**src/rtl/conv_window_if.sv**
```systemverilog
// Pixel-stream in / 3x3 window out bundle for conv_window.
// The slave modport is the window generator's view; the master is the producer's view.
interface conv_window_if #(
   parameter int N       = 8,
   parameter int CHANNEL = 3
);
   logic                     clr;
   logic                     din_vld;
   logic [CHANNEL*N-1:0]     din;
   logic [9*CHANNEL*N-1:0]   win_dout;
   logic                     win_vld;
   logic                     win_end;

   modport slave (
      input  clr, din_vld, din,
      output win_dout, win_vld, win_end
   );

   modport master (
      output clr, din_vld, din,
      input  win_dout, win_vld, win_end
   );
endinterface

```
**src/rtl/conv_window.sv**
```systemverilog
// 3x3 sliding-window generator over a raster SIZE x SIZE frame using two line buffers.
// Windows are emitted one cycle after the pixel that completes them; partial windows are suppressed.
module conv_window #(
   parameter int N       = 8,
   parameter int CHANNEL = 3,
   parameter int SIZE    = 34
) (
   input  logic          clk,
   input  logic          rst,
   conv_window_if.slave  bus
);
   localparam int PW = CHANNEL * N;
   localparam int CW = $clog2(SIZE);

   logic [CW-1:0]   r_row;
   logic [CW-1:0]   r_col;
   logic [PW-1:0]   r_line1 [SIZE];
   logic [PW-1:0]   r_line2 [SIZE];
   logic [PW-1:0]   r_win   [3][3];
   logic [9*PW-1:0] r_dout;
   logic            r_vld;
   logic            r_end;

   logic            w_accept;
   logic            w_col_last;
   logic            w_row_last;
   logic            w_win_ok;
   logic [PW-1:0]   w_new [3];
   logic [9*PW-1:0] w_next;

   assign w_accept   = bus.din_vld & ~bus.clr & ~rst;
   assign w_col_last = (r_col == CW'(SIZE - 1));
   assign w_row_last = (r_row == CW'(SIZE - 1));
   assign w_win_ok   = (r_row >= CW'(2)) && (r_col >= CW'(2));

   // Row 0 of the window is the oldest row, taken from the two-row delay.
   assign w_new[0] = r_line2[r_col];
   assign w_new[1] = r_line1[r_col];
   assign w_new[2] = bus.din;

   always_comb begin
      w_next = '0;
      for (int r = 0; r < 3; r++) begin
         w_next[(3*r)*PW   +: PW] = r_win[r][1];
         w_next[(3*r+1)*PW +: PW] = r_win[r][2];
         w_next[(3*r+2)*PW +: PW] = w_new[r];
      end
   end

   // Pixel storage is deliberately left out of reset and clr; the row/col gate keeps stale data out.
   always_ff @(posedge clk) begin
      if (w_accept) begin
         r_line1[r_col] <= bus.din;
         r_line2[r_col] <= r_line1[r_col];
         for (int r = 0; r < 3; r++) begin
            r_win[r][0] <= r_win[r][1];
            r_win[r][1] <= r_win[r][2];
            r_win[r][2] <= w_new[r];
         end
      end
   end

   always_ff @(posedge clk or posedge rst) begin
      if (rst) begin
         r_row  <= '0;
         r_col  <= '0;
         r_vld  <= 1'b0;
         r_end  <= 1'b0;
         r_dout <= '0;
      end else if (bus.clr) begin
         r_row  <= '0;
         r_col  <= '0;
         r_vld  <= 1'b0;
         r_end  <= 1'b0;
      end else if (bus.din_vld) begin
         r_vld <= w_win_ok;
         r_end <= w_row_last && w_col_last;
         if (w_win_ok) begin
            r_dout <= w_next;
         end
         if (w_col_last) begin
            r_col <= '0;
            r_row <= w_row_last ? '0 : r_row + CW'(1);
         end else begin
            r_col <= r_col + CW'(1);
         end
      end else begin
         r_vld <= 1'b0;
         r_end <= 1'b0;
      end
   end

   assign bus.win_dout = r_dout;
   assign bus.win_vld  = r_vld;
   assign bus.win_end  = r_end;
endmodule

```
**src/flat_wrapper.sv**
```systemverilog
// flat-port wrapper written by rule: the top's interface ports become plain ports
module conv_window_flat 
#(
   parameter int N       = 8,
   parameter int CHANNEL = 3,
   parameter int SIZE    = 34
)
  (clk, rst, bus_clr, bus_din_vld, bus_din, bus_win_dout, bus_win_vld, bus_win_end);
  conv_window_if #(.N(N), .CHANNEL(CHANNEL)) bus_i ();
  input  logic clk;
  input  logic rst;
  input wire logic [$bits(bus_i.clr)-1:0] bus_clr;
  input wire logic [$bits(bus_i.din_vld)-1:0] bus_din_vld;
  input wire logic [$bits(bus_i.din)-1:0] bus_din;
  output wire logic [$bits(bus_i.win_dout)-1:0] bus_win_dout;
  output wire logic [$bits(bus_i.win_vld)-1:0] bus_win_vld;
  output wire logic [$bits(bus_i.win_end)-1:0] bus_win_end;
  assign bus_i.clr = bus_clr;
  assign bus_i.din_vld = bus_din_vld;
  assign bus_i.din = bus_din;
  assign bus_win_dout = bus_i.win_dout;
  assign bus_win_vld = bus_i.win_vld;
  assign bus_win_end = bus_i.win_end;
  conv_window #(.N(N), .CHANNEL(CHANNEL), .SIZE(SIZE)) u_core (.clk(clk), .rst(rst), .bus(bus_i));
endmodule
```
**config.mk**
```make
export PLATFORM = sky130hd
export DESIGN_NAME = conv_window_flat
export DESIGN_NICKNAME = d
export VERILOG_FILES = /design/src/rtl/conv_window_if.sv /design/src/rtl/conv_window.sv /design/src/flat_wrapper.sv
export SDC_FILE = /design/constraint.sdc
export NUM_CORES = 2
export LEC_CHECK = 0
export CAP_MARGIN = 20
export CORE_UTILIZATION = 55
export DETAILED_ROUTE_END_ITERATION = 10
export HOLD_SLACK_MARGIN = 0.1
export PLACE_DENSITY = 0.76
export RECOVER_POWER = 50
export REMOVE_ABC_BUFFERS = 1
export SYNTH_ARGS = -nofsm -noshare
export SYNTH_HDL_FRONTEND = slang
export SYNTH_SLANG_ARGS = --single-unit
export TNS_END_PERCENT = 10
```
**constraint.sdc**
```tcl
create_clock -name clk -period 8.4 [get_ports clk]
set_clock_uncertainty 0.05 [all_clocks]
set_input_delay 1.68 -clock clk [delete_from_list [all_inputs] [get_ports clk]]
set_output_delay 1.68 -clock clk [all_outputs]
set_load 0.005 [all_outputs]
```
======== Word-level counts from Yosys, hierarchy flattened ========
Memories as Yosys holds them, arrays and structs flattened.
Cells that the tools add are included.
storage, ports and cells
  register bits after elaboration ......... 230
  bits in writable memories ............... 1848
  bits of input ports ..................... 28
  output and inout bits ................... 218
  word-level logic and storage cells ...... 37
  memories kept ........................... 3
operators by class
  $add $sub $neg .......................... 2
  $lt $le $gt $ge ......................... 2
  eq/ne operators ......................... 2
  multiplexer cells ....................... 13
  bitwise gates (word level) .............. 4
  reduce and logical (&&, ||, !) cells .... 6
memory list
  name            depth  bits a word  read ports  clocked after memory_dff  write ports  RTL line           text
  u_core.r_line1  34     24           1           0                         1            conv_window.sv:17  logic [PW-1:0] r_line1 [SIZE];
  u_core.r_line2  34     24           1           0                         1            conv_window.sv:18  logic [PW-1:0] r_line2 [SIZE];
  u_core.r_win    3      72           3           0                         3            conv_window.sv:19  logic [PW-1:0] r_win [3][3];
operator list
  kind                 number
  $mux 6               7
  $add 6x1->6 const B  2
  $eq 6x6->1 const B   2
  $ge 6x2->1 const B   2
  $mux 1               6
  $reduce_bool 2->1    2
  $reduce_and 3->1     1
  $and 1x1->1          2
  $logic_and 1x1->1    2
  $not 1->1            2
  $reduce_and 2->1     1

======== Logic depth before layout (Yosys ltp) ========
  depth after elaboration ................. 5
  mapped depth ............................ 14
  gate-level depth less buffers ........... 7

======== Least setup slack after synthesis ========
OpenSTA, ideal clock, no wires.
  path kind ............................... input-to-reg
  start point ............................. input port bus_clr
  end point ............................... memory u_core.r_line1[10][0] in the netlist's numbering (enable)
  setup time .............................. 0.512 ns
  data arrival time ....................... 12.799 ns
  data required time ...................... 7.838 ns
  path slack .............................. -4.962 ns
  cell stages on the path ................. 4
  path buffers ............................ 0
  path through ............................ nand2b_1 -> nor2_1 -> nand2_1 -> nor3_1
on the way
  longest elaborated chain between the ends .. 5
RTL lines
  element                       RTL line            text
  from (decl)                   flat_wrapper.sv:12  input wire logic [$bits(bus_i.clr)-1:0] bus_clr;
  $not 1->1 (no source line)    n/a
  $and 1x1->1 (2 in a row)      conv_window.sv:31   assign w_accept = bus.din_vld & ~bus.clr & ~rst;
  named net u_core.w_accept     conv_window.sv:24   logic w_accept;
  $mux 1                        conv_window.sv:52   if (w_accept) begin
  $mux 1 (implied by the code)  conv_window.sv:53   r_line1[r_col] <= bus.din;
  to (decl)                     conv_window.sv:17
The timed path passes the listed nets, and every way through them passes these cells.

==> impl_metrics.env <==
export IMPL_status="complete, but fails checks"
export IMPL_violations="capacitance limit, slew limit"
export IMPL_syn_area_per_cell_sq_um=16.8
export IMPL_fillers=9412
export IMPL_ys_warnings_count=0
export IMPL_io_pins=246
export IMPL_p_leak_nw=29.8
export IMPL_layout_common_cells="1776 x edfxtp_1, 637 x nand2_1, 229 x dlygate4sd3_1"
export IMPL_vias_per_cell=6.78
export IMPL_drc=0
export IMPL_final_util_pct=63.5
export IMPL_fin_total_pwr_w=0.0209
export IMPL_core_area_sq_um=138000
export IMPL_grt_pass1_vias=44200
export IMPL_antenna_found_initial=14
export IMPL_cts_buffers=195
export IMPL_dr_pass1_iters=10
export IMPL_post_cts_setup_buffers=0
export IMPL_crit_fanout=38
export IMPL_clk_path_buf_depth=3
export IMPL_setup_ws_ps=1580
export IMPL_grt_overflow_total=0
export IMPL_pre_cts_slack_ps=2470
export IMPL_hold_depth=2
export IMPL_synth_flop_cell="edfxtp_1"
export IMPL_avgRoutedWirePerCell_um=33.1
export IMPL_worstPathRequired_ps=8700
export IMPL_ys_types=78
export IMPL_syn_area_sq_um=76600
export IMPL_slowest_stage="clkbuf_1"
export IMPL_cp_arrival_ps=7120
export IMPL_final_nets=4881
export IMPL_portBuffers=245
export IMPL_slew_viol_final=1618
export IMPL_htree_levels=4
export IMPL_cts_sinks=2006
export IMPL_path_depth=6
export IMPL_place_congestion=0.885
export IMPL_worst_pin_slew_ps=4180
export IMPL_cp_top_family="buffers and inverters"
export IMPL_rr_startpoint="u_core.r_col[0]$_DFFE_PP0P_"
export IMPL_vias=46200
export IMPL_clk_pin_slew_ps=70
export IMPL_dieArea_sq_um=141000
export IMPL_drive_gt1_share_pct=14.2
export IMPL_hold_class="reg -> reg"
export IMPL_hold_ws_ps=384
export IMPL_r2r_cells=6
export IMPL_period_needed_ps=6820
export IMPL_ys_ff_latch=2006
export IMPL_period_share_pct=81.2
export IMPL_layout_commonest_cell="edfxtp_1"
export IMPL_endpoint_kind="register"
export IMPL_crit_type="reg -> reg"
export IMPL_cp_cell_sequence="buf_4 > clkbuf_1 > and3_1 > a22oi_1 > a21oi_1 > or4b_1"
export IMPL_cts_resized=0
export IMPL_place_hpwl_um=131000
export IMPL_cts_tree="built"
export IMPL_start_util_pct=55.6
export IMPL_ys_seq_area_share_pct=77.1
export IMPL_syn_to_final_growth_pct=14.4
export IMPL_min_from="u_core.r_win[0][25]$_DFFE_PP_"
export IMPL_grt_pass1_wl_um=318000
export IMPL_synth_top_cell_area_share_pct=69.6
export IMPL_drt_wl_total_um=226000
export IMPL_synth_area_leaders="edfxtp_1 70%, dfrtp_1 7.5%, nand2_1 3.1%, mux2i_1 3.0%, mux2_2 2.2%"
export IMPL_holdBufCountCts=0
export IMPL_drv_cap=45
export IMPL_worst_path_largest_cell_delay_ps=1910
export IMPL_rsz0062_at_grt="false"
export IMPL_grt_max_degree=98
export IMPL_peakVddDrop_uv=200
export IMPL_clk_latency_ps=840
export IMPL_grt_usage_pct=31.9
export IMPL_crit_path_start_kind="register"
export IMPL_tns_ps=0
export IMPL_finalHoldViolations=0
export IMPL_die_y_um=375
export IMPL_pwr_density_cell_nw_per_um2=239
export IMPL_num_rows=136
export IMPL_drt_iter0_drc=7910
export IMPL_synth_async_reset_ratio_pct=11.5
export IMPL_syn_inst=4551
export IMPL_maxSlewHeadroom_pct=-180
export IMPL_cts_root_buf="clkbuf_16"
export IMPL_critPathBufInv=2
export IMPL_max_freq_mhz=147
export IMPL_startpoint="u_core.r_col[0]$_DFFE_PP0P_"
export IMPL_ant_nets=0
export IMPL_finalSetupViolCount=0
export IMPL_chipWidth_um=375
export IMPL_yosysTopAreaCell="edfxtp_1"
export IMPL_synth_edf_count=1776
-- cell families (layout without fill, tap and decap cells) --
logic type / Yosys count / after routing / share of synthesized area, %
AO/OA/AOI/OAI: 808 / 808 / 7.91
XOR/XNOR: 3 / 3 / 0.0343
adder cells (fa/ha/maj): 6 / 6 / 0.0980
buffers and inverters: 313 / 777 / 2.13
flip-flops: 2006 / 2006 / 77.1
multiplexers: 443 / 443 / 7.12
other: 0 / 4 / 0
AND/OR/NAND/NOR: 972 / 972 / 5.57
-- through the flow --
step | instance area [sq um] | std cells
6_report | 87600 | 6813
5_1_grt | 87600 | 6809
4_1_cts | 87800 | 6805
3_5_place_dp | 81400 | 6440
3_3_place_gp | 81300 | 6437
2_1_floorplan | 75000 | 4249
-- synth_stat cells (11+ instances only) --
cell type	count
a211oi_1	15
a21oi_1	71
a221o_1	23
a221oi_1	137
a22o_1	28
a22oi_1	156
a31oi_1	50
a32oi_1	23
a41oi_1	16
and2_1	11
and3_1	18
buf_1	18
buf_2	121
buf_4	49
buf_6	16
clkbuf_1	98
dfrtp_1	230
edfxtp_1	1776
mux2_2	150
mux2i_1	226
mux4_2	66
nand2_1	640
nand2b_1	26
nand3_1	48
nand3b_1	13
nor2_1	102
nor2b_1	22
nor3_1	20
o21ai_0	82
o221ai_1	20
o22a_1	41
o22ai_1	61
-- routing by layer --
metal | wire length [um] | part of all wire, % | track usage (%)
met4 | 8670 | 3.8 | 11.4
met1 | 79800 | 35 | 43.9
met3 | 37500 | 17 | 11.8
met5 | 102 | 0.045 | 0
met2 | 99600 | 44 | 46.8
-- cell type report --
cell class / count / area (sq um) / area share [%]
sequential: 2006 / 59100 / 67.5
multi-input combinational: 2232 / 16200 / 18.5
clock buffer: 256 / 5310 / 6.07
timing repair buffer: 401 / 3590 / 4.10
tap: 1794 / 2240 / 2.56
clock inverter: 109 / 1080 / 1.23
inverter: 11 / 52.6 / 0.0600
antenna: 4 / 10.0 / 0.0114
-- worst paths after layout --
path	endpoint	slack, ps
setup / recovery	u_core.r_line2[13][20]$_DFFE_PP_	1580
hold / removal	u_core.bus.win_dout[1]$_DFFE_PP0P_	380
setup reg to reg	u_core.r_line2[13][20]$_DFFE_PP_	1580
hold reg to reg	u_core.bus.win_dout[1]$_DFFE_PP0P_	380
max in group asynchronous	u_core.bus.win_dout[100]$_DFFE_PP0P_	2400
min in group asynchronous	u_core.bus.win_dout[33]$_DFFE_PP0P_	2580
-- power by group --
group	switching [W]	total, W	internal (W)
Sequential	0.0000326	0.0111	0.0110
Clock	0.00376	0.00878	0.00502
Combinational	0.000820	0.00108	0.000264
-- worst register-to-register path: cells and delay by family (launching register included) --
family,cells,cell delay [ps]
AOI/OAI and AO/OA,2,610
and+or+nand+nor,2,2320
buffers and inverters,2,2530
DFF,1,780
-- registers in the layout, indices dropped and copies added, names as in the netlist --
signal	count
u_core.bus.win_vld	1
u_core.r_row	6
u_core.r_line2	816
u_core.r_col	6
u_core.bus.win_end	1
u_core.bus.win_dout	216
u_core.r_line1	816
u_core.r_win	144
No activity file was read; power rests on OpenSTA's default activity.
